File: src/rtl/reg_bus_arbiter.sv
// Round-robin arbiter sharing the register-file bus between N_REQ requesters.
// One transaction at a time; completes on bus_ack or on a TIMEOUT-cycle watchdog.
module reg_bus_arbiter #(
  parameter int              N_REQ    = 4,
  parameter int              AW       = 15,
  parameter int              DW       = 16,
  parameter int              TIMEOUT  = 255,
  parameter logic [DW-1:0]   ERR_DATA = 16'hDEAD
) (
  input  logic                theClock,
  input  logic                theReset,
  input  logic [N_REQ-1:0]    req_valid,
  input  logic [N_REQ-1:0]    req_write,
  input  logic [N_REQ*AW-1:0] req_addr,
  input  logic [N_REQ*DW-1:0] req_wdata,
  output logic [N_REQ-1:0]    req_accept,
  output logic [N_REQ-1:0]    req_done,
  output logic                req_err,
  output logic [DW-1:0]       req_rdata,
  output logic                bus_valid,
  output logic                bus_write,
  output logic [AW-1:0]       bus_addr,
  output logic [DW-1:0]       bus_wdata,
  input  logic                bus_ack,
  input  logic [DW-1:0]       bus_rdata
);

  localparam int PW = (N_REQ > 1) ? $clog2(N_REQ) : 1;
  localparam int CW = $clog2(TIMEOUT + 1);

  typedef enum logic [1:0] {
    IDLE = 2'd0,
    BUSY = 2'd1,
    DONE = 2'd2
  } state_t;

  state_t          state;
  logic [PW-1:0]   rr_ptr;
  logic [PW-1:0]   grant_idx;
  logic [CW-1:0]   timeout_cnt;

  logic            pick_valid;
  logic [PW-1:0]   pick_idx;
  int              cand;

  // Round-robin search: first pending request at or after rr_ptr, wrapping.
  // NOTE: every always_comb output gets a default first so no latch is inferred.
  always_comb begin
    pick_valid = 1'b0;
    pick_idx   = '0;
    cand       = 0;
    for (int i = 0; i < N_REQ; i++) begin
      cand = int'(rr_ptr) + i;
      if (cand >= N_REQ) cand = cand - N_REQ;
      if (!pick_valid && req_valid[cand]) begin
        pick_valid = 1'b1;
        pick_idx   = PW'(cand);
      end
    end
  end

  function automatic logic [N_REQ-1:0] one_hot(input logic [PW-1:0] idx);
    return N_REQ'(1) << idx;
  endfunction

  function automatic logic [PW-1:0] next_ptr(input logic [PW-1:0] idx);
    return (idx == PW'(N_REQ - 1)) ? '0 : idx + PW'(1);
  endfunction

  // NOTE: sequential state uses non-blocking assignments only, so every
  // register sees the pre-edge value of every other register.
  always_ff @(posedge theClock) begin
    if (!theReset) begin
      state       <= IDLE;
      rr_ptr      <= '0;
      grant_idx   <= '0;
      timeout_cnt <= '0;
      req_accept  <= '0;
      req_done    <= '0;
      req_err     <= 1'b0;
      req_rdata   <= '0;
      bus_valid   <= 1'b0;
      bus_write   <= 1'b0;
      bus_addr    <= '0;
      bus_wdata   <= '0;
    end else begin
      req_accept <= '0;
      req_done   <= '0;
      unique case (state)
        IDLE: begin
          if (pick_valid) begin
            grant_idx   <= pick_idx;
            bus_write   <= req_write[pick_idx];
            bus_addr    <= req_addr[int'(pick_idx)*AW +: AW];
            bus_wdata   <= req_wdata[int'(pick_idx)*DW +: DW];
            bus_valid   <= 1'b1;
            req_accept  <= one_hot(pick_idx);
            timeout_cnt <= '0;
            state       <= BUSY;
          end
        end
        BUSY: begin
          // An ack landing on the last allowed cycle still counts as success.
          if (bus_ack) begin
            req_rdata <= bus_rdata;
            req_err   <= 1'b0;
            req_done  <= one_hot(grant_idx);
            bus_valid <= 1'b0;
            state     <= DONE;
          end else if (timeout_cnt == CW'(TIMEOUT - 1)) begin
            req_rdata <= ERR_DATA;
            req_err   <= 1'b1;
            req_done  <= one_hot(grant_idx);
            bus_valid <= 1'b0;
            state     <= DONE;
          end else begin
            timeout_cnt <= timeout_cnt + CW'(1);
          end
        end
        DONE: begin
          rr_ptr <= next_ptr(grant_idx);
          state  <= IDLE;
        end
        default: state <= IDLE;
      endcase
    end
  end

endmodule

File: config.mk
export PLATFORM = sky130hd
export DESIGN_NAME = reg_bus_arbiter
export DESIGN_NICKNAME = d
export VERILOG_FILES = /design/src/rtl/reg_bus_arbiter.sv
export SDC_FILE = /design/constraint.sdc
export NUM_CORES = 1
export LEC_CHECK = 0
export ABC_AREA = 0
export CAP_MARGIN = 20
export CELL_PAD_IN_SITES_DETAIL_PLACEMENT = 0
export CELL_PAD_IN_SITES_GLOBAL_PLACEMENT = 1
export CORE_AREA = 2 2 121 123
export CTS_CLUSTER_DIAMETER = 120
export DETAILED_ROUTE_END_ITERATION = 6
export DIE_AREA = 0 0 123 125
export GPL_TIMING_DRIVEN = 0
export HOLD_SLACK_MARGIN = 0.03
export PLACE_DENSITY = 0.91
export SYNTH_ARGS = -nofsm -noshare
export SYNTH_HDL_FRONTEND = slang
export SYNTH_SLANG_ARGS = --single-unit
export TNS_END_PERCENT = 20
File: constraint.sdc
create_clock -name theClock -period 1.8 [get_ports theClock]
set_input_delay 0.36 -clock theClock [delete_from_list [all_inputs] [get_ports theClock]]
set_output_delay 0.36 -clock theClock [all_outputs]
set_load 0.005 [all_outputs]
==> flow_summary.ini <==
[run_status]
status = completed

[logic_synthesis]
synth_top_cell_area_share_pct = 38.4
synth_top_cell_by_area = dfxtp_1
syn_avg_cell_area_um2 = 9.04
ys_seq_area_share_pct = 38.4
synth.distinct_cells = 41
synthTopCellsByArea = dfxtp_1, mux2i_1, a21o_1, o211ai_1, nand3_1
synth_nets = 572
syn-cell-area_um2 = 3750
synthCells = 415
ys_seq_elements = 72
synth-warning-count = 0

[sta]
fin_crit_sh_pct = 96.0
worstMarginPinSlew_ns = 0.473
maxSlewViolCount = 0
postLayoutSetupSlackWorst_ns = 0.0712
finalHoldViolCount = 0
clock_skew_ns = 0.00450
final-setup-viol-count = 0
setup_tns_ns = 0
fmax_mhz = 578
rsz0062_at_grt = yes
period_minus_slack_ns = 1.73
max_slew_margin_pct = 68.1

[route]
postRouteAntennaNets = 0
dr_total_vias = 4031
viasPerCell = 4.87
wl_um = 14100
wl_per_cell_um = 17.0
drtIter0Drc = 219
dr.pass1.iters = 4
drc = 0

[pwr]
intPower_mw = 3.44
power_density_nw_per_um2 = 729
p_clk_share_pct = 34.9
p_sw_mw = 1.25
sw_frac_of_total_pct = 26.7
ir_worst_vdd_uv = 398
power_frac_comb_pct = 26.5
p_leak_nw = 2.36
p_seq_share_pct = 38.6

[global_route]
grt_pass1_wl_um = 21100
grt-ovfl-total = 0
track_usage_pct = 17.8
grt_max_degree = 13
antenna_found_initial = 2
grt_pass1_vias = 4142

[floorplanning]
die-area_um2 = 15400
die_h_um = 125
start_util_pct = 26.4
io_pins = 209
coreArea_um2 = 14200
rows = 44
fp.dieW_um = 123

[worst_setup_path]
end_kind = flip-flop
cp-start-kind = input port
path_class = input port to flip-flop
required_ns = 2.08
worstPathArrival_ns = 2.01
path_max_fanout = 10

[layout]
areaGrowthSynthToFinish_pct = 71.6
final_nets = 794
layout-drive-gt1-share_pct = 12.6
mostFrequentLayoutCells = clkdlybuf4s50_1, dfxtp_1, nand2_1, nand3_1, o21ai_0
final_core_util_pct = 45.3
final_common_cell = clkdlybuf4s50_1

[placed_design]
pre_cts_ws_ns = -0.686
gp_congestion = 0.814
port_buffers = 207
dp_hpwl_um = 10900

[clocking]
htree_levels = 3
holdBufCountCts = 0
cts.sinks = 72
cts_tree = built
cts.clk_slew.worst_paths_ns = 0.06
cts-root-buf = clkbuf_16
clk_latency_ns = 0.33
cts_buffers = 9
clock_path_buffers = 2

[worst_hold_path]
min_path_type = flip-flop to flip-flop

[run]
drv_cap = 0
routing by layer:
| metal | track usage (%) | share of wire (%) | wire length (um) | up-vias |
|---|---|---|---|---|
| li1 | - | - | - | 1968 |
| met1 | 19.5 | 39 | 5450 | 1872 |
| met2 | 31.9 | 50 | 7030 | 175 |
| met3 | 6.11 | 9.9 | 1390 | 16 |
| met4 | 5.15 | 1.7 | 233 | 0 |
| met5 | 0 | 0 | 0 | - |
cell type report:
| class | instances | area (um2) |
|---|---|---|
| diodes | 2 | 5.00 |
| multi-input cells | 304 | 2140 |
| well taps | 184 | 230 |
| clock inverters | 5 | 32.5 |
| plain buffers | 33 | 215 |
| fillers | 1364 | 7770 |
| flip-flops and latches | 72 | 1440 |
| inverters | 6 | 22.5 |
| repair buffers | 211 | 2100 |
| clock buffers | 11 | 243 |
what timing repair did:
action,in CTS,in global routing
endpoints found under the setup margin,39,40
gates resized for setup,21,7
pin swaps,4,0
gates cloned,0,0
buffers inserted,4,0
logic make-up (layout without fill, tap and decap cells):
kind of cell	Yosys count	count (layout)	share of synthesized area [%]
xor gates and xnor gates	6	6	1.40
muxes	34	34	9.18
DFF	72	72	38.4
buffers and inverters	39	266	5.77
other	0	2	0
and+or+nand+nor	118	118	15.7
AOI/OAI and AO/OA	140	140	27.5
adders and majority gates	6	6	2.00
power groups by stage:
stage / registers [mW] / logic [mW] / clock network [mW]
finish: 1.81 / 1.24 / 1.64
global route: 1.82 / 1.34 / 1.77
CTS: 1.81 / 1.25 / 1.69
detailed placement: 1.84 / 1.22 / 0
global placement: 1.83 / 1.20 / 0
floorplan: 1.84 / 0.471 / 0
flip-flops by register name, indices dropped and copies added (netlist names):
| register | flops |
|---|---|
| req_accept | 4 |
| rr_ptr | 2 |
| req_err | 1 |
| bus_valid | 1 |
| bus_wdata | 16 |
| bus_write | 1 |
| req_rdata | 16 |
| bus_addr | 15 |
| grant_idx | 2 |
| state | 2 |
| req_done | 4 |
| timeout_cnt | 8 |
final timing paths:
check	from	endpoint	slack, ns	cells after the start
max	theReset	req_rdata[11]	0.07	4
min	bus_addr[2]	bus_addr[2]	0.47	2
max reg2reg	rr_ptr[1]	bus_addr[12]	0.08	6
min reg2reg	bus_addr[2]	bus_addr[2]	0.47	2
metrics by stage:
stage	total power, mW	cells	hold slack, ns	instance area, um2
floorplan	2.31	415	0.459	3750
global placement	3.03	806	0.447	6050
detailed placement	3.06	806	0.455	6050
CTS	4.75	826	0.472	6410
global route	4.94	827	0.486	6430
finish	4.69	828	0.472	6430
cells in the mapped netlist:
library cell / instances
o22ai_4: 1
buf_6: 5
nor2b_1: 7
a21boi_0: 4
o2111ai_2: 1
and2_1: 5
ha_1: 6
buf_4: 4
nand3_1: 39
nor2_1: 12
nor4_1: 1
o21ai_1: 1
clkbuf_1: 10
mux2i_2: 1
nand2_1: 39
clkbuf_2: 3
or3_1: 2
o21ai_0: 38
a22oi_1: 5
dfxtp_1: 72
a21o_1: 33
nand2b_1: 2
nor3_2: 1
o21bai_1: 1
a21oi_2: 1
o21a_1: 3
o221a_2: 11
nand4_1: 1
mux2i_1: 33
o211ai_1: 27
inv_1: 6
nand2b_4: 1
a211oi_1: 1
and3_1: 6
o211ai_2: 6
and2b_1: 1
a21oi_1: 6
nor2_8: 1
xnor2_1: 6
o22a_1: 1
buf_2: 11
worst max-delay path, cell delays in order:
cell	delay, ns
clkdlybuf4s50_1	0.63
clkbuf_1	0.36
clkbuf_1	0.40
o221a_2	0.26
Note: power is estimated with default switching activity, not from simulation.
